==> src/rtl/gcd_pkg.sv <==
// Shared definitions for the binary GCD engine: FSM state type and default operand width.
package gcd_pkg;

  localparam int unsigned GCD_WIDTH_DEFAULT = 16;

  typedef enum logic [1:0] {
    IDLE = 2'd0,
    CALC = 2'd1,
    DONE = 2'd2
  } gcd_state_e;

endpackage : gcd_pkg

==> src/rtl/gcd_step.sv <==
// One combinational Stein binary-GCD step.
// Ports:
//   a_i, b_i  current operands (WIDTH)
//   k_i       common power-of-two count factored out so far (KW)
//   a_o, b_o  operands after this step
//   k_o       updated power-of-two count
//   eq_o      operands equal: the odd part of the gcd is a_i
module gcd_step
  import gcd_pkg::*;
#(
  parameter int unsigned WIDTH = GCD_WIDTH_DEFAULT,
  parameter int unsigned KW    = $clog2(WIDTH + 1)
) (
  input  logic [WIDTH-1:0] a_i,
  input  logic [WIDTH-1:0] b_i,
  input  logic [KW-1:0]    k_i,
  output logic [WIDTH-1:0] a_o,
  output logic [WIDTH-1:0] b_o,
  output logic [KW-1:0]    k_o,
  output logic             eq_o
);

  logic eq;

  assign eq   = (a_i == b_i);
  assign eq_o = eq;

  // Exactly one reduction per call; the odd-odd subtraction always takes larger minus smaller.
  always_comb begin
    a_o = a_i;
    b_o = b_i;
    k_o = k_i;
    if (!eq) begin
      if (!a_i[0] && !b_i[0]) begin
        a_o = a_i >> 1;
        b_o = b_i >> 1;
        k_o = KW'(k_i + KW'(1));
      end else if (!a_i[0]) begin
        a_o = a_i >> 1;
      end else if (!b_i[0]) begin
        b_o = b_i >> 1;
      end else if (a_i > b_i) begin
        a_o = a_i - b_i;
      end else begin
        b_o = b_i - a_i;
      end
    end
  end

endmodule : gcd_step

==> src/rtl/gcd_engine.sv <==
// Iterative unsigned GCD engine with valid/ready handshakes on both sides.
// Ports:
//   clk, nrst            clock, asynchronous active-low reset
//   clear                synchronous abort back to IDLE
//   in_valid/in_ready    operand handshake; in_a, in_b operands (WIDTH)
//   out_valid/out_ready  result handshake; out_gcd (WIDTH), out_cycles (CW)
//   busy                 engine not idle
module gcd_engine
  import gcd_pkg::*;
#(
  parameter int unsigned WIDTH = GCD_WIDTH_DEFAULT,
  parameter int unsigned CW    = $clog2(4 * WIDTH + 2)
) (
  input  logic             clk,
  input  logic             nrst,
  input  logic             clear,
  input  logic             in_valid,
  output logic             in_ready,
  input  logic [WIDTH-1:0] in_a,
  input  logic [WIDTH-1:0] in_b,
  output logic             out_valid,
  input  logic             out_ready,
  output logic [WIDTH-1:0] out_gcd,
  output logic [CW-1:0]    out_cycles,
  output logic             busy
);

  localparam int unsigned KW = $clog2(WIDTH + 1);

  gcd_state_e       state_q, state_d;
  logic [WIDTH-1:0] a_q, a_d, b_q, b_d;
  logic [KW-1:0]    k_q, k_d;
  logic [CW-1:0]    cnt_q, cnt_d;
  logic [WIDTH-1:0] gcd_q, gcd_d;
  logic [CW-1:0]    cyc_q, cyc_d;
  logic             in_ready_q, out_valid_q, busy_q;

  logic [WIDTH-1:0] step_a, step_b;
  logic [KW-1:0]    step_k;
  logic             step_eq;

  gcd_step #(
    .WIDTH (WIDTH),
    .KW    (KW)
  ) u_step (
    .a_i  (a_q),
    .b_i  (b_q),
    .k_i  (k_q),
    .a_o  (step_a),
    .b_o  (step_b),
    .k_o  (step_k),
    .eq_o (step_eq)
  );

  // Next-state and datapath update; clear overrides everything and keeps the last result.
  always_comb begin
    state_d = state_q;
    a_d     = a_q;
    b_d     = b_q;
    k_d     = k_q;
    cnt_d   = cnt_q;
    gcd_d   = gcd_q;
    cyc_d   = cyc_q;

    if (clear) begin
      state_d = IDLE;
    end else begin
      unique case (state_q)
        IDLE: begin
          if (in_valid) begin
            a_d   = in_a;
            b_d   = in_b;
            k_d   = '0;
            cnt_d = '0;
            if (in_a == '0 || in_b == '0) begin
              gcd_d   = in_a | in_b;
              cyc_d   = '0;
              state_d = DONE;
            end else begin
              state_d = CALC;
            end
          end
        end
        CALC: begin
          cnt_d = CW'(cnt_q + CW'(1));
          if (step_eq) begin
            // k never exceeds the common trailing zeros, so the shift cannot overflow.
            gcd_d   = a_q << k_q;
            cyc_d   = CW'(cnt_q + CW'(1));
            state_d = DONE;
          end else begin
            a_d = step_a;
            b_d = step_b;
            k_d = step_k;
          end
        end
        DONE: begin
          if (out_ready) begin
            state_d = IDLE;
          end
        end
        default: begin
          state_d = IDLE;
        end
      endcase
    end
  end

  // State, datapath and handshake flags; flags are registered from the next state.
  always_ff @(posedge clk or negedge nrst) begin
    if (!nrst) begin
      state_q     <= IDLE;
      a_q         <= '0;
      b_q         <= '0;
      k_q         <= '0;
      cnt_q       <= '0;
      gcd_q       <= '0;
      cyc_q       <= '0;
      in_ready_q  <= 1'b1;
      out_valid_q <= 1'b0;
      busy_q      <= 1'b0;
    end else begin
      state_q     <= state_d;
      a_q         <= a_d;
      b_q         <= b_d;
      k_q         <= k_d;
      cnt_q       <= cnt_d;
      gcd_q       <= gcd_d;
      cyc_q       <= cyc_d;
      in_ready_q  <= (state_d == IDLE);
      out_valid_q <= (state_d == DONE);
      busy_q      <= (state_d != IDLE);
    end
  end

  assign in_ready   = in_ready_q;
  assign out_valid  = out_valid_q;
  assign busy       = busy_q;
  assign out_gcd    = gcd_q;
  assign out_cycles = cyc_q;

endmodule : gcd_engine

==> config.mk <==
export PLATFORM = sky130hd
export DESIGN_NAME = gcd_engine
export DESIGN_NICKNAME = d
export VERILOG_FILES = /design/src/rtl/gcd_pkg.sv /design/src/rtl/gcd_step.sv /design/src/rtl/gcd_engine.sv
export SDC_FILE = /design/constraint.sdc
export NUM_CORES = 1
export LEC_CHECK = 0
export CAP_MARGIN = 10
export CORE_UTILIZATION = 40
export DETAILED_ROUTE_END_ITERATION = 12
export GPL_TIMING_DRIVEN = 1
export PLACE_DENSITY = 0.67
export SETUP_SLACK_MARGIN = 0.2
export SLEW_MARGIN = 20
export SYNTH_ARGS = -nofsm -noshare
export SYNTH_HDL_FRONTEND = slang
export SYNTH_SLANG_ARGS = --single-unit
==> constraint.sdc <==
create_clock -name clk -period 2.9 [get_ports clk]
set_input_delay 0.725 -clock clk [delete_from_list [all_inputs] [get_ports clk]]
set_output_delay 0.725 -clock clk [all_outputs]
set_load 0.01 [all_outputs]
==> impl_metrics.env <==
export IMPL_portBuffers=62
export IMPL_rsz0062_at_grt="true"
export IMPL_syn_nets=821
export IMPL_numCtsBuffers=9
export IMPL_grt_pass1_wl_microns=32360
export IMPL_die_y_microns=125.4
export IMPL_ys_ff_latch=72
export IMPL_htree_levels=3
export IMPL_crit_start="a_q[0]$_DFFE_PN0P_"
export IMPL_synth_area_per_cell_sq_um=8.159
export IMPL_cap_violations=0
export IMPL_die_w_microns=125.4
export IMPL_yosys_top_cells_count="77 x nor2_1, 77 x o21ai_0, 71 x dfrtp_1"
export IMPL_hold_viol=0
export IMPL_cts_root_buf="clkbuf_16"
export IMPL_path_max_fanout=7
export IMPL_ant_nets=0
export IMPL_worstMarginPinSlew_ps=930.2
export IMPL_worst_clock_skew_ps=7.603
export IMPL_finalSetupViolCount=0
export IMPL_cts_clk_slew_worst_paths_ps=60
export IMPL_synth_cells=747
export IMPL_dr_first_iter_drc_count=684
export IMPL_dp_hpwl_microns=15260
export IMPL_p_total_mw=7.657
export IMPL_yosys_area_share_simple=0.1644
export IMPL_endpoint_kind="register"
export IMPL_rr_worst_depth=12
export IMPL_hp_class="reg2reg"
export IMPL_grt_antenna_before_repair=0
export IMPL_nets=945
export IMPL_synth_compound_area_frac=0.3067
export IMPL_synth_top_family_by_area="compound AO/OA/AOI/OAI gates"
export IMPL_num_rows=44
export IMPL_cp_arrival_ps=3070
export IMPL_wl_per_cell_microns=19.02
export IMPL_crit_path_end="b_q[11]$_DFFE_PN0P_"
export IMPL_dr_pass1_iters=11
export IMPL_r2r_start="a_q[0]$_DFFE_PN0P_"
export IMPL_routed_wl_microns=20170
export IMPL_clock_latency_ps=350
export IMPL_grt_max_degree=73
export IMPL_synth_area_top_cells="dfrtp_1 29%, ha_1 7.2%, o21ai_0 6.3%"
export IMPL_timing_worst_setup_path_type="reg2reg"
export IMPL_rrSetupSlack_ps=90
export IMPL_initial_core_util=0.4146
export IMPL_synth_fa_ha_area_frac=0.07842
export IMPL_fin_crit_sh=0.9682
export IMPL_grt_util_all_layers=0.2631
export IMPL_diodes=0
export IMPL_ys_async_sr_fraction=1.000
export IMPL_outcome="finished, violations left"
export IMPL_final_util=0.5525
export IMPL_clockBufferDepth=2
export IMPL_synth_top_cell_area_share=0.2915
export IMPL_yosysTopAreaCell="dfrtp_1"
export IMPL_io_pins=63
export IMPL_power_per_cell_area_nw_per_um2=942.7
export IMPL_timing_fmax_ghz=0.3562
export IMPL_ir_worst_vdd_v=0.0004898
export IMPL_clkSinkCount=72
export IMPL_ys_flop_type="dfrtp_1"
export IMPL_ys_seq_area_frac=0.2958
export IMPL_n_fill_cell=1350
export IMPL_drc_errors=7
export IMPL_areaGrowthSynthToFinish_pct=33.26
export IMPL_vias=6360
export IMPL_ys_warnings_count=0
export IMPL_drive_above_1_share=0.2192
export IMPL_r2r_end="b_q[11]$_DFFE_PN0P_"
export IMPL_gp_congestion=0.9254
export IMPL_synth_edf_count=0
export IMPL_dieArea_sq_um=15730
export IMPL_period_needed_ps=2808
export IMPL_synthXorXnorAreaFrac=0.03162
export IMPL_hold_depth=2
export IMPL_slew_headroom=0.3799
export IMPL_cp_required_ps=3160
export IMPL_slew_viol_final=0
export IMPL_routed_via_density=6.000
export IMPL_grt_ovfl_total=0
export IMPL_core_area_sq_um=14700
export IMPL_synth_mux_area_frac=0.05543
export IMPL_synth_area_sq_um=6095
export IMPL_cts_tree="built"
export IMPL_start_kind="register"
export IMPL_failed_checks="design-rule violations"
export IMPL_grt_pass1_vias=6021
export IMPL_power_leakage_nw=3.493
export IMPL_yosysUniqueCellTypes=71
## logic make-up after synthesis
group	after synthesis
compound gates	274
simple gates	222
buf+inv	93
flops	72
fa+ha+maj	37
mux	27
xor+xnor	22
## cell type report
class,instances,area [sq um],area share
multi-input cells,585,4197,0.5167
flip-flops and latches,72,1805,0.2223
repair buffers,161,1429,0.1759
well taps,184,230.2,0.02835
clock buffers,9,225.2,0.02773
inverters,42,157.7,0.01941
clock inverters,7,77.57,0.009552
## cell usage in the layout, fill, tap and decap left out, types with 8 or more instances in the layout
cell and n:
a211oi_1 13, o21ai_0 72, o21a_1 13, nand2b_1 8
nand3_1 10, mux2i_1 18, buf_4 90, o21ai_1 11
nor4_1 8, dfrtp_1 69, xnor2_1 10, a21oi_1 46
xor2_1 12, nor3_1 13, nand2_1 66, clkbuf_16 9
a21o_1 12, nor2_1 77, o31ai_1 16, inv_1 39
clkdlybuf4s50_1 61, ha_1 33
## repair_timing
action	CTS	global route
hold buffers	0	0
cloned	3	0
gates resized for setup	24	34
buffers inserted	1	7
pin swaps	17	11
endpoints found under the setup margin	32	59
## through the flow
stage                     setup slack (ps)  setup TNS (ps)  cells  hold slack [ps]  cell area [sq um]
after detailed placement            -126.1           -2401   1033            469.0               7440
after floorplan                      10.80               0    747            429.4               6128
after CTS                            84.71               0   1053            482.8               7890
after global placement              -81.63           -1098   1033            460.6               7440
after global routing                0.4987               0   1060            496.1               8122
final                                92.35               0   1060            475.3               8122
## registers in the layout, summed over array words and instances (netlist names)
signal and cells:
out_valid 1, k_q 5, b_q 16, out_gcd 16
out_cycles 7, in_ready 1, busy 1, state_q 2
a_q 16, cnt_q 7
## worst max-delay path, cell delays in order, from the launching register on
cell and delay [ps]:
dfrtp_1 390, inv_2 80, ha_4 130, inv_2 40, fa_2 350, a211o_1 310
a21oi_4 180, a211oi_4 90, a221o_2 460, buf_6 160, a21boi_4 240, nand3b_1 130
a31oi_1 160
## worst min path at each step
stage | slack, ps | from | to
6_report | 480 | out_gcd[4]$_DFFE_PN0P_ | out_gcd[4]$_DFFE_PN0P_
5_1_grt | 500 | out_cycles[3]$_DFFE_PN0P_ | out_cycles[3]$_DFFE_PN0P_
4_1_cts | 480 | out_cycles[4]$_DFFE_PN0P_ | out_cycles[4]$_DFFE_PN0P_
3_5_place_dp | 470 | out_cycles[4]$_DFFE_PN0P_ | out_cycles[4]$_DFFE_PN0P_
3_3_place_gp | 460 | out_gcd[4]$_DFFE_PN0P_ | out_gcd[4]$_DFFE_PN0P_
2_1_floorplan | 430 | nrst | a_q[0]$_DFFE_PN0P_
## power by group
part	switching [mW]	internal (mW)	leakage (nW)
sequential	0.269	1.25	0.909
clock	0.478	0.675	0.147
combinational	2.79	2.19	2.44
total	3.54	4.12	3.49
## per-layer routing
layer | part of all wire | vias up | track usage
met5 | 0 | - | 0
met4 | 0.024 | 0 | 0.08895
met3 | 0.092 | 43 | 0.05349
met2 | 0.46 | 314 | 0.4131
met1 | 0.42 | 3004 | 0.3596
li1 | - | 2999 | -
No activity file was read; power rests on OpenSTA's default activity.
